`config.mk`:
```
export PLATFORM = sky130hd
export DESIGN_NAME = pc_call_stack
export DESIGN_NICKNAME = d
export VERILOG_FILES = /design/src/rtl/pc_pkg.sv /design/src/rtl/ret_addr_stack.sv /design/src/rtl/pc_call_stack.sv
export SDC_FILE = /design/constraint.sdc
export NUM_CORES = 1
export LEC_CHECK = 0
export BUFFER_PORTS_ARGS = -buffer_cell sky130_fd_sc_hd__buf_2
export CELL_PAD_IN_SITES_DETAIL_PLACEMENT = 2
export CELL_PAD_IN_SITES_GLOBAL_PLACEMENT = 2
export CORE_ASPECT_RATIO = 0.6
export CORE_UTILIZATION = 41
export CTS_CLUSTER_SIZE = 12
export DETAILED_ROUTE_END_ITERATION = 8
export GPL_ROUTABILITY_DRIVEN = 0
export MAX_ROUTING_LAYER = met4
export PLACE_DENSITY = 0.82
export SLEW_MARGIN = 20
export SYNTH_ARGS = -nofsm -noshare
export SYNTH_HDL_FRONTEND = slang
export SYNTH_SLANG_ARGS = --single-unit
```
`constraint.sdc`:
```
create_clock -name clk -period 6.9 [get_ports clk]
set_input_delay 1.035 -clock clk [delete_from_list [all_inputs] [get_ports clk]]
set_output_delay 1.035 -clock clk [all_outputs]
set_load 0.05 [all_outputs]
```
`src/rtl/pc_pkg.sv`:
```
// pc_pkg: shared operation encoding and stack-pointer sizing for the RISC-SPM program counter.
package pc_pkg;

    typedef enum logic [2:0] {PC_HOLD, PC_LOAD, PC_CALL, PC_RET, PC_BR, PC_INC} pc_op_e;

    // sp counts 0..depth inclusive, so it needs one more code than the entry index
    function automatic int sp_width(input int depth);
        return $clog2(depth + 1);
    endfunction

endpackage

```
`src/rtl/ret_addr_stack.sv`:
```
// ret_addr_stack: hardware LIFO of return addresses; ignores push when full and pop when empty,
// flagging either case on err_pulse.
module ret_addr_stack
    import pc_pkg::*;
#(
    parameter int WORD_SIZE   = 8,
    parameter int STACK_DEPTH = 4,
    localparam int SPW = sp_width(STACK_DEPTH),
    localparam int IW  = (STACK_DEPTH > 1) ? $clog2(STACK_DEPTH) : 1
) (
    input  logic                 clk,
    input  logic                 rst,
    input  logic                 push,
    input  logic                 pop,
    input  logic [WORD_SIZE-1:0] push_data,
    output logic [WORD_SIZE-1:0] top_data,
    output logic [SPW-1:0]       sp,
    output logic                 full,
    output logic                 empty,
    output logic                 err_pulse
);

    logic [WORD_SIZE-1:0] mem_q [STACK_DEPTH];
    logic [SPW-1:0]       sp_q, sp_d;
    logic                 do_push, do_pop;

    assign full      = sp_q == SPW'(STACK_DEPTH);
    assign empty     = sp_q == '0;
    assign sp        = sp_q;
    assign do_push   = push & ~full;
    assign do_pop    = pop & ~push & ~empty;
    assign err_pulse = (push & full) | (pop & ~push & empty);
    assign top_data  = mem_q[IW'(sp_q - 1'b1)];

    always_comb begin
        sp_d = do_push ? sp_q + 1'b1 : do_pop ? sp_q - 1'b1 : sp_q;
    end

    always_ff @(posedge clk or negedge rst) begin
        if (!rst) sp_q <= '0;
        else      sp_q <= sp_d;
    end

    // Contents are don't-care after reset, so the array carries no reset
    always_ff @(posedge clk) begin
        if (do_push) mem_q[IW'(sp_q)] <= push_data;
    end

endmodule

```
`src/rtl/pc_call_stack.sv`:
```
// pc_call_stack: program counter with load, increment, signed relative branch and
// call/return through an internal return-address stack with sticky error flag.
module pc_call_stack
    import pc_pkg::*;
#(
    parameter int WORD_SIZE   = 8,
    parameter int STACK_DEPTH = 4,
    parameter int INC_STEP    = 1
) (
    input  logic                               clk,
    input  logic                               rst,
    input  logic [WORD_SIZE-1:0]               data_in,
    input  logic [WORD_SIZE-1:0]               offset,
    input  logic                               Load_PC,
    input  logic                               Call_PC,
    input  logic                               Ret_PC,
    input  logic                               Br_PC,
    input  logic                               Inc_PC,
    input  logic                               Clr_Err,
    output logic [WORD_SIZE-1:0]               count,
    output logic [sp_width(STACK_DEPTH)-1:0]   stk_sp,
    output logic                               stk_full,
    output logic                               stk_empty,
    output logic                               stk_err
);

    localparam logic [WORD_SIZE-1:0] STEP = WORD_SIZE'(INC_STEP);

    pc_op_e               op;
    logic [WORD_SIZE-1:0] count_q, count_d, top_data, ret_addr;
    logic                 err_q, err_d, err_pulse;

    always_comb begin
        op = Load_PC ? PC_LOAD :
             Call_PC ? PC_CALL :
             Ret_PC  ? PC_RET  :
             Br_PC   ? PC_BR   :
             Inc_PC  ? PC_INC  : PC_HOLD;
    end

    assign ret_addr = count_q + STEP;

    ret_addr_stack #(
        .WORD_SIZE  (WORD_SIZE),
        .STACK_DEPTH(STACK_DEPTH)
    ) u_stack (
        .clk      (clk),
        .rst      (rst),
        .push     (op == PC_CALL),
        .pop      (op == PC_RET),
        .push_data(ret_addr),
        .top_data (top_data),
        .sp       (stk_sp),
        .full     (stk_full),
        .empty    (stk_empty),
        .err_pulse(err_pulse)
    );

    // Wrap-around add of the two's-complement offset is plain modular addition
    always_comb begin
        count_d = (op == PC_LOAD)             ? data_in :
                  (op == PC_CALL && !stk_full)  ? data_in :
                  (op == PC_RET  && !stk_empty) ? top_data :
                  (op == PC_BR)               ? count_q + offset :
                  (op == PC_INC)              ? count_q + STEP : count_q;
        err_d   = err_pulse | (err_q & ~Clr_Err);
    end

    always_ff @(posedge clk or negedge rst) begin
        if (!rst) begin
            count_q <= '0;
            err_q   <= 1'b0;
        end else begin
            count_q <= count_d;
            err_q   <= err_d;
        end
    end

    assign count   = count_q;
    assign stk_err = err_q;

endmodule

```
=== Word level (Yosys, flattened, before mapping) ===
Memory sizes are Yosys's and may differ from the RTL's.
Cells that the tools add are included.

* Add/sub/neg operators: 4
* Eq/ne operators: 6
* Muxes and demuxes: 14
* Bitwise gates (word level): 12
* Reductions and logical operators: 7

{| class="wikitable"
|+ Operators with widths
! kind !! number
|-
| $mux 8 || 5
|-
| $mux 3 || 7
|-
| $eq 3x3->1 const B || 3
|-
| $add 8x1->8 const B || 1
|-
| $add 8x8->8 || 1
|-
| $and 1x1->1 || 6
|-
| $eq 3x2->1 const B || 2
|-
| $reduce_bool 5->1 || 1
|-
| $not 1->1 || 4
|-
| $add 3x1->3 const B || 1
|-
| $eq 3x1->1 const B || 1
|-
| $logic_not 3->1 || 1
|-
| $sub 3x1->3 const B || 1
|-
| $logic_and 1x1->1 || 2
|-
| $logic_not 1->1 || 2
|-
| $mux 1 || 2
|-
| $or 1x1->1 || 2
|-
| $reduce_bool 2->1 || 1
|}

* Flip-flop bits (word level): 12
* Bits in writable memories: 32
* Input port bits: 24
* Output and inout bits: 14
* Memories kept: 1

{| class="wikitable"
|+ Memories
! name !! depth !! bits a word !! read ports !! clocked after Yosys merged registers in !! write ports !! RTL line !! text
|-
| u_stack.mem_q || 4 || 8 || 1 || 0 || 1 || ret_addr_stack.sv:23 || <nowiki>logic [WORD_SIZE-1:0] mem_q [STACK_DEPTH];</nowiki>
|}

=== Longest topological paths before layout ===
Gate-level depths: netlist of the first run.

* Depth after elaboration: 11
* Gate-level depth with buffers: 10

=== Modules after synthesis ===
From an unflattened synthesis of the first run, not the netlist that was laid out.

* Cell total of the unflattened synthesis: 216
* Area total of the unflattened synthesis: 2524.9 µm²

{| class="wikitable"
|+ Modules (own cells, without submodules)
! module !! instances !! cells an instance !! area an instance (µm²)
|-
| ret_addr_stack || 1 || 77 || 1460.2
|-
| pc_call_stack || 1 || 139 || 1064.8
|}

=== Worst setup path before layout of the first run ===
No wires, ideal clock.

* Kind: reg-to-reg
* Start: register u_stack.sp_q[0] (netlist: u_stack.sp[0])
* End: register count_q[2] (netlist: count[2])
* Arrival time: 2904 ps
* Data required time: 6825 ps
* Slack: 3921 ps
* Stages on the path, launching flop included: 11
* Buffers on the path: 3
* Clock period less this slack: 2979 ps
* Path through: dfrtp_1 > buf_2 > inv_1 > ha_1 > ha_1 > or4b_4 > buf_6 > buf_8 > a311oi_2 > a21oi_1 > o21ai_2

* Longest elaborated chain between the ends: 6

{| class="wikitable"
|+ Ends and longest elaborated chain
! what !! RTL line !! text
|-
| from (decl) || ret_addr_stack.sv:24 || <nowiki>logic [SPW-1:0] sp_q, sp_d;</nowiki>
|-
| from (signal assigned) || ret_addr_stack.sv:41 || <nowiki>else sp_q <= sp_d;</nowiki>
|-
| $logic_not 3->1 * || ret_addr_stack.sv:28 || <nowiki>assign empty = sp_q == '0;</nowiki>
|-
| via stk_empty || pc_call_stack.sv:23 || <nowiki>output logic stk_empty,</nowiki>
|-
| $logic_not 1->1 * || pc_call_stack.sv:63 || <nowiki>(op == PC_RET && !stk_empty) ? top_data :</nowiki>
|-
| $logic_and 1x1->1 * || pc_call_stack.sv:63 ||
|-
| $mux 8 || pc_call_stack.sv:63 ||
|-
| $mux 8 || pc_call_stack.sv:62 || <nowiki>(op == PC_CALL && !stk_full) ? data_in :</nowiki>
|-
| $mux 8 || pc_call_stack.sv:61 || <nowiki>count_d = (op == PC_LOAD) ? data_in :</nowiki>
|-
| to (signal assigned) || pc_call_stack.sv:74 || <nowiki>count_q <= count_d;</nowiki>
|-
| to (decl) || pc_call_stack.sv:30 || <nowiki>logic [WORD_SIZE-1:0] count_q, count_d, top_data, ret_addr;</nowiki>
|}

Mark *: on every way through the listed nets, which the timed path passes. The rest lies on a longest branch.
A chain may end at the register's enable or synchronous reset.

=== Worst setup path after layout of the first run ===
* Start: register u_stack.sp_q[0] (netlist: u_stack.sp[0])
* End: output port stk_empty

* Longest elaborated chain between the ends: 1

{| class="wikitable"
|+ Ends and longest elaborated chain
! what !! RTL line
|-
| $logic_not 3->1 || ret_addr_stack.sv:28
|-
| to (decl) || pc_call_stack.sv:23
|}

Every way passes these cells.

==> results.ini, run 1 <==
[floorplanning]
die_x_um = 104
initial_core_util_pct = 44.2
die_h_um = 63.3
coreArea_sq_mm = 0.00581
dieArea_sq_mm = 0.00659
ios = 38
placementRows = 21

[yosys]
yosys.area.top_type = edfxtp_1
synth_cell_types = 54
syn_nets = 250
syn_inst = 211
yosysWarnings = 0
synth_top_area_share_pct = 37.5
synth_area_sq_mm = 0.00256
yosysMostFrequentCell = edfxtp_1
syn_avg_cell_area_sq_um = 12.2
synth_top_cells_by_area = edfxtp_1, dfrtp_1, ha_1
seq_area_frac_synth_pct = 49.2
async_flop_share_pct = 27.3
synth_common_cells = edfxtp_1, nor2_1, a21oi_1, ha_1, nand2_1
synth_edf_count = 32
synthFlopType = edfxtp_1
synth-seq-cells = 44

[timing]
setup_slack_ns = 3.76
rsz0062_at_grt = false
finalSetupTns_ns = 0
fmax_mhz = 319
min_period_over_period_pct = 45.4
worst_slew_pin_slew_ns = 0.941
skew_ns = 0.00713
hold_viol_final = 0
drv_slew = 0
fin_crit_ns = 3.14
setup_viol = 0
max_slew_margin_pct = 36.9

[critical_path]
cp-endpoint = stk_empty
ff2ff_path_depth = 6
crit_cells = 4
crit_type = flop to output pin
cp_slowest_cell = dfrtp_1
critPathBufInv = 2
start_kind = flop
slowest_delay_ns = 0.82
arrival_ns = 2.10
r2r-start = u_stack.sp[0]
crit_start = u_stack.sp[0]
crit_chain = inv_1 -> ha_1 -> ha_1 -> buf_2
worstSetupEndpointType = output pin
path_max_fanout = 13
r2r_end = u_stack.mem_q[0][7]
crit_top_cell = ha_1
path_delay_family = flip-flops
regToRegSetupSlack_ns = 4.02
required_ns = 5.86

[layout]
num_antenna_cells = 0
area_growth_pct = 12.2
fillerInstances = 580
layout.nets = 285
drive_above_1_share_pct = 25.5
design_area_sq_mm = 0.00288

[clocking]
clkSinkCount = 44
htree_levels = 2
cts_inserted_buffers = 5
cts_hold_buf = 0
post_cts_buffers = 0
clk_latency_ns = 0.30
cts_root_buffer = clkbuf_8
tritoncts = done
cts_resized = 0
cts.clk_slew.worst_paths_ns = 0.09
cts_buffer_depth = 2

[run_status]
status = completed

[placement]
dpl_cell_area_sq_mm = 0.00276
dp_hpwl_um = 5210
io_buffers = 37
dp_slack_ns = 4.00

[global_routing]
grt_start_max_net_pins = 16
track_usage_pct = 24.3
antenna_found_initial = 0
grt_pass1_vias = 2017
grt_overflow = 0
grt_pass1_wl_um = 11400

[routing]
vias_per_cell = 5.78
avgRoutedWirePerCell_um = 21.6
drtIter0Drc = 91
routed-via-count = 1891
drtPass1Iterations = 4
antenna_left = 0
drc = 0
routed_wl_um = 7060

[worst_hold_path]
hold_path_depth = 2
hp-class = flop to flop

[power]
p_leak_nw = 1.11
peakVddDrop_mv = 0.143
p_total_mw = 0.986
power_density_mw_per_mm2 = 343

[job]
max_cap_violations = 0

## worst min-delay path: cells and delay by family, from the launching register on
| family | cells | cell delay [ns] |
|---|---|---|
| AOI/OAI and AO/OA | 1 | 0.07 |
| DFF | 1 | 0.38 |
| buffers and inverters | 1 | 0.05 |
## placed cells by master (no fill, tap or decap), types with 6 or more instances in the layout
cell type | Yosys | layout
nand2_1 | 13 | 13
o21ai_0 | 9 | 9
buf_2 | 2 | 37
nand3_1 | 6 | 6
edfxtp_1 | 32 | 32
xnor2_1 | 7 | 7
mux4_2 | 7 | 7
nor2_1 | 18 | 18
ha_1 | 14 | 14
dfrtp_1 | 12 | 12
a21oi_1 | 15 | 15
inv_1 | 9 | 9
## registers in the layout (all words and copies together), names as in the netlist
name / cells
u_stack.sp: 3
stk_err: 1
count: 8
u_stack.mem_q: 32
## cell type report
class,instances,area [sq um],area share (%)
Sequential cell,44,1260,43.8
Multi-Input combinational cell,149,1180,41.1
Timing Repair Buffer,37,185,6.43
Tap cell,80,100,3.48
Clock buffer,5,68.8,2.39
Clock inverter,3,46.3,1.61
Inverter,9,33.8,1.17
## per-stage QoR
step                      std cells  utilization [%]  hold WS [ns]
after floorplan                 211                -         0.718
after global placement          319             47.6         0.533
after detailed placement        319             47.6         0.533
after CTS                       327             49.6         0.547
after global routing            327             49.6         0.571
final                           327             49.6         0.542
## worst min-delay path by stage
stage,start,end
CTS,stk_err,stk_err
floorplan,u_stack.mem_q[1][5],count[5]
detailed placement,stk_err,stk_err
global placement,stk_err,stk_err
finish,stk_err,stk_err
global route,stk_err,stk_err
## layer usage
metal / vias to the layer above / share of wire, % / GRT usage (%)
li1: 870 / - / -
met1: 960 / 47 / 33.5
met2: 55 / 46 / 37.3
met3: 6 / 6.3 / 4.87
met4: 0 / 0.81 / 5.00
met5: - / 0 / -
## logic make-up after synthesis
kind of cell | synth area share, %
buffers and inverters | 4.73
multiplexers | 7.56
AO/OA/AOI/OAI | 14.6
XOR/XNOR | 2.73
flip-flops | 49.2
AND/OR/NAND/NOR | 13.6
adder cells (fa/ha/maj) | 7.61
## report_power, final
group          switching (mW)  internal (mW)
clock network          0.0980          0.109
logic                   0.243          0.150
registers              0.0510          0.335
total                   0.392          0.594
Note: power is estimated with default switching activity, not from simulation.
==> inputs of run 2 (changes only) <==
--- a/config.mk
+++ b/config.mk
@@ -9,12 +9,12 @@
 export CELL_PAD_IN_SITES_DETAIL_PLACEMENT = 2
 export CELL_PAD_IN_SITES_GLOBAL_PLACEMENT = 2
 export CORE_ASPECT_RATIO = 0.6
-export CORE_UTILIZATION = 41
+export CORE_UTILIZATION = 34
 export CTS_CLUSTER_SIZE = 12
 export DETAILED_ROUTE_END_ITERATION = 8
 export GPL_ROUTABILITY_DRIVEN = 0
 export MAX_ROUTING_LAYER = met4
-export PLACE_DENSITY = 0.82
+export PLACE_DENSITY = 0.73
 export SLEW_MARGIN = 20
 export SYNTH_ARGS = -nofsm -noshare
 export SYNTH_HDL_FRONTEND = slang
==> constraint.sdc (replaced) <==
create_clock -name clk -period 2.6 [get_ports clk]
set_input_delay 0.39 -clock clk [delete_from_list [all_inputs] [get_ports clk]]
set_output_delay 0.39 -clock clk [all_outputs]
set_load 0.05 [all_outputs]
==> run 2 against run 1 <==
  * Sequential share of layout area down 2.3 points
  * Register-to-register slack lost 3.8 ns
  * Global-route usage decreased by 3.3 points
  * Total power rose to 3.0 times the previous value
  * Clock power increased to 4.0 times the previous value
  * Final cell count rose by 9.5%
  * Wire length up 5.1%
  * Largest power group unchanged
==> results.ini, run 2 (synthesis gave the netlist of run 1 again) <==
[layout]
regMostFlops = u_stack.mem_q
finish.utilization_pct = 41.8  ; -7.8 points
design_area_sq_mm = 0.00304  ; +5.6%
ff_latch_area_sq_mm = 0.00126  ; about the same
layout_commonest_cell = buf_2
layout.nets = 292  ; +2.5%
multi_input_comb_area_sq_mm = 0.00118  ; +0.21%
num_antenna_cells = 0  ; unchanged
fillerInstances = 765  ; +32%
largest_reg_flops = 32  ; unchanged
drive_above_1_share_pct = 28.0  ; +2.4 points
final_cell_mix = buf_2, edfxtp_1, nor2_1
area_growth_pct = 18.4

[routing]
drtPass1Iterations = 4  ; unchanged
avgRoutedWirePerCell_um = 20.7  ; -4.0%
routed-via-count = 1900  ; +0.48%
drc = 0  ; unchanged
vias_per_cell = 5.31  ; -8.2%
routed_wl_um = 7420  ; +5.1%
antenna_left = 0  ; unchanged
drtIter0Drc = 75  ; -18%

[clocking]
cts.clk_slew.worst_paths_ns = 0.06  ; -0.03 ns
cts_buffer_depth = 2  ; unchanged
cts_resized = 0  ; unchanged
cts_inserted_buffers = 5  ; unchanged
clk_latency_ns = 0.29  ; about the same
clkSinkCount = 44  ; unchanged
post_cts_buffers = 0  ; unchanged
htree_levels = 2  ; unchanged
tritoncts = done
cts_hold_buf = 0  ; unchanged
cts_root_buffer = clkbuf_16

[floorplanning]
coreArea_sq_mm = 0.00727  ; +25%
initial_core_util_pct = 35.3  ; -8.9 points
placementRows = 24  ; +14%
dieArea_sq_mm = 0.00791  ; +20%
ios = 38  ; unchanged
die_h_um = 69.3  ; +9.5%
die_x_um = 114  ; +9.6%

[timing]
hold_viol_final = 0  ; unchanged
finalSetupTns_ns = 0  ; unchanged
hold_slack_ns = 0.00462  ; -0.537 ns
min_period_over_period_pct = 90.6
fmax_mhz = 425
rsz0062_at_grt = false
drv_slew = 0  ; unchanged
fin_crit_ns = 2.36
worst_slew_pin_slew_ns = 0.929  ; -0.0126 ns
setup_viol = 0  ; unchanged
max_slew_margin_pct = 37.7  ; +0.85 points
skew_ns = 0.00384  ; -0.00329 ns

[critical_path]
arrival_ns = 2.29  ; +0.19 ns
crit_type = flop to flop
path_max_fanout = 8  ; -5
crit_start = u_stack.sp[1]
start_kind = flop
r2r-start = u_stack.sp[1]
regToRegSetupSlack_ns = 0.24  ; -3.78 ns
required_ns = 2.54  ; -3.32 ns
cp-endpoint = u_stack.mem_q[3][3]
worstSetupEndpointType = flop
ff2ff_path_depth = 7  ; +1
r2r_end = u_stack.mem_q[3][3]

[global_routing]
grt_overflow = 0  ; unchanged
grt_pass1_wl_um = 11700  ; +2.5%
track_usage_pct = 21.0  ; -3.3 points
antenna_found_initial = 0  ; unchanged
grt_start_max_net_pins = 16  ; unchanged
grt_pass1_vias = 2088  ; +3.5%

[run_status]
status = completed

[power]
p_leak_nw = 1.18  ; +6.1%
peakVddDrop_mv = 0.283  ; +98%
p_total_mw = 2.92  ; +200%
power_density_mw_per_mm2 = 962  ; +180%

[worst_hold_path]
hp-class = primary input to async pin

[placement]
dpl_cell_area_sq_mm = 0.00285  ; +3.1%
io_buffers = 37  ; unchanged
dp_hpwl_um = 5550  ; +6.6%

[job]
max_cap_violations = 0  ; unchanged

[run 2: worst max-delay path, stage by stage (launching register included)]
cell	delay (ns)
dfrtp_1	0.40
inv_1	0.10
ha_1	0.22
ha_1	0.21
nand2b_1	0.18
nor2_1	0.33
nand2_1	0.16
inv_1	0.39
[run 2: power by group]
part,switching (mW),total [mW],internal (mW),leakage [nW]
logic,0.708,1.13,0.427,0.660
registers,0.0663,0.960,0.894,0.432
clock network,0.276,0.827,0.551,0.0911
[run 2: area by class of cell]
type / instances / share of cell area [%]
Sequential cell: 44 / 41.6
Multi-Input combinational cell: 149 / 39.0
Timing Repair Buffer: 44 / 7.83
Tap cell: 104 / 4.28
Clock buffer: 6 / 4.24
Clock inverter: 2 / 1.98
Inverter: 9 / 1.11
[run 2: layer usage]
metal	track usage, %	routed length (um)	vias up
met1	29.1	3770	966
met3	3.85	272	6
met2	30.9	3290	43
li1	-	-	885
met4	7.50	87	0
met5	-	0	-
[run 2: stage by stage]
stage / setup WS [ns] / cells
4_1_cts: 0.222 / 358
3_3_place_gp: 0.345 / 350
6_report: 0.244 / 358
3_5_place_dp: 0.235 / 350
5_1_grt: 0.0124 / 358
2_1_floorplan: 0.0214 / 211
[run 2: how the worst min path moves through the flow]
stage	from	to	slack, ns
3_3_place_gp	rst	count[7]	0.32
2_1_floorplan	rst	count[0]	0.09
5_1_grt	rst	count[7]	0.03
4_1_cts	rst	count[7]	0.01
3_5_place_dp	rst	count[7]	0.33
6_report	rst	count[7]	0.005
==> inputs of run 3 (changes only) <==
--- a/config.mk
+++ b/config.mk
@@ -15,6 +15,7 @@
 export GPL_ROUTABILITY_DRIVEN = 0
 export MAX_ROUTING_LAYER = met4
 export PLACE_DENSITY = 0.73
+export RECOVER_POWER = 100
 export SLEW_MARGIN = 20
 export SYNTH_ARGS = -nofsm -noshare
 export SYNTH_HDL_FRONTEND = slang
==> run 3 against run 2 <==
  * Count of clock-buffer cells in the layout unchanged
  * Wire length about the same
  * Maximum frequency increased by 0.34%
  * First-iteration DRC count increased by 6.7%
  * Worst setup slack improved by 0.0079 ns
  * Die area unchanged
  * Sequential cell count unchanged
  * Critical path type unchanged
  * Sequential share of layout area increased by 0.50 points
  * Worst hold slack improved by 0.20 ns
==> results.ini, run 3 (synthesis gave the netlist of run 1 again) <==
[timing]
worst_slew_pin_slew_ns = 0.930  ; +0.00145 ns
finalSetupTns_ns = 0  ; unchanged
hold_viol_final = 0  ; unchanged
rsz0062_at_grt = false
setup_viol = 0  ; unchanged
skew_ns = 0.00448  ; +0.000647 ns
drv_slew = 0  ; unchanged
fmax_mhz = 426  ; +0.34%
max_slew_margin_pct = 38.0  ; +0.28 points
fin_crit_ns = 2.35  ; -0.00791 ns
min_period_over_period_pct = 90.3  ; -0.30 points

[layout]
layout_commonest_cell = edfxtp_1
regMostFlops = u_stack.mem_q
final_cell_mix = edfxtp_1, buf_2, nor2_1
largest_reg_flops = 32  ; unchanged
num_antenna_cells = 0  ; unchanged
design_area_sq_mm = 0.00300  ; -1.2%
fin_cells = 358  ; unchanged
area_growth_pct = 17.0
layout.nets = 292  ; unchanged
drive_above_1_share_pct = 20.1  ; -7.9 points

[global_routing]
grt_start_max_net_pins = 16  ; unchanged
antenna_found_initial = 0  ; unchanged
track_usage_pct = 21.0  ; unchanged
grt_pass1_vias = 2088  ; unchanged
grt_overflow = 0  ; unchanged
met2_usage_pct = 30.9  ; unchanged
grt_pass1_wl_um = 11700  ; unchanged
grt_busiest_layer = met2
use_met1_pct = 29.1  ; unchanged
grtUsageMet3_pct = 3.85  ; unchanged

[clocking]
clkSinkCount = 44  ; unchanged
cts.clk_slew.worst_paths_ns = 0.06  ; about the same
clk_latency_ns = 0.29  ; about the same
cts_buffer_depth = 2  ; unchanged
post_cts_buffers = 0  ; unchanged
cts_inserted_buffers = 5  ; unchanged
cts_resized = 0  ; unchanged
cts_root_buffer = clkbuf_16
cts_hold_buf = 0  ; unchanged
tritoncts = done
htree_levels = 2  ; unchanged

[floorplanning]
placementRows = 24  ; unchanged
initial_core_util_pct = 35.3  ; unchanged
ios = 38  ; unchanged
die_h_um = 69.3  ; unchanged
dieArea_sq_mm = 0.00791  ; unchanged
die_x_um = 114  ; unchanged
coreArea_sq_mm = 0.00727  ; unchanged

[power]
comb_power_share_pct = 38.2  ; -0.6 points
power_density_mw_per_mm2 = 967  ; +0.50%
sw_frac_of_total_pct = 36.3  ; +0.34 points
p_total_mw = 2.90  ; -0.70%
peakVddDrop_mv = 0.284  ; +0.23%
p_leak_nw = 1.13  ; -4.2%
p_int_mw = 1.85  ; -1.2%
seqPwrFrac_pct = 33.1  ; +0.2 points
clkPwrFrac_pct = 28.7  ; +0.4 points
switchingPower_mw = 1.05  ; +0.25%

[placement]
dp_hpwl_um = 5550  ; unchanged
place_inst = 350  ; unchanged
dpl_cell_area_sq_mm = 0.00285  ; unchanged
io_buffers = 37  ; unchanged

[run_status]
status = completed

[critical_path]
path_delay_family = simple AND/OR/NAND/NOR gates
cp_slowest_cell = dfrtp_1
arrival_ns = 2.29  ; about the same
critPathBufInv = 2  ; unchanged
crit_type = flop to flop
crit_chain = inv_1 -> ha_1 -> ha_1 -> nand2b_1 -> nor2_1 -> nand2_1 -> inv_1
slowest_delay_ns = 0.41  ; about the same
worstSetupEndpointType = flop
start_kind = flop
required_ns = 2.54  ; about the same
path_max_fanout = 8  ; unchanged

[routing]
routed-via-count = 1936  ; +1.9%
antenna_left = 0  ; unchanged
drc = 0  ; unchanged
avgRoutedWirePerCell_um = 20.7  ; about the same
drtPass1Iterations = 4  ; unchanged
vias_per_cell = 5.41  ; +1.9%
drtIter0Drc = 80  ; +6.7%
routed_wl_um = 7420  ; about the same

[job]
max_cap_violations = 0  ; unchanged

[worst_hold_path]
hp-class = primary input to async pin

-- run 3: power by group through the flow --
stage	logic [mW]	clock network (mW)	registers, mW
detailed placement	1.14	0	0.974
CTS	1.15	0.839	0.962
finish	1.11	0.831	0.960
global route	1.21	0.853	0.972
global placement	1.12	0	0.968
floorplan	0.675	0	1.13
-- run 3: layout make-up --
cell class / count / area, sq um
Clock inverter: 2 / 60.1
Fill cell: 770 / 4270
Tap cell: 104 / 130
Clock buffer: 6 / 129
Multi-Input combinational cell: 149 / 1170
Inverter: 9 / 33.8
Timing Repair Buffer: 44 / 215
Sequential cell: 44 / 1260
-- run 3: per-stage QoR --
stage	utilization [%]	hold slack, ns	setup WS (ns)
floorplan	-	0.0944	0.0214
global placement	39.2	0.317	0.345
detailed placement	39.2	0.328	0.235
CTS	41.8	0.0130	0.222
global route	41.3	0.253	0.00892
finish	41.3	0.205	0.252
-- run 3: final timing paths --
| path | from | endpoint | depth (start not counted) | slack (ns) |
|---|---|---|---|---|
| worst max-delay path | u_stack.sp[1] | u_stack.mem_q[3][3] | 7 | 0.25 |
| worst min-delay path | rst | count[7] | 1 | 0.21 |
| worst max register to register | u_stack.sp[1] | u_stack.mem_q[3][3] | 7 | 0.25 |
| worst min register to register | stk_err | stk_err | 2 | 0.54 |
| max in group asynchronous | rst | u_stack.sp[0] | 1 | 1.76 |
| min in group clk | Clr_Err | stk_err | 2 | 0.28 |
-- run 3: per-layer routing --
layer / up-vias / wire length, um
met3: 11 / 279
met1: 991 / 3750
met4: 0 / 117
met2: 47 / 3270
li1: 887 / -
met5: - / 0
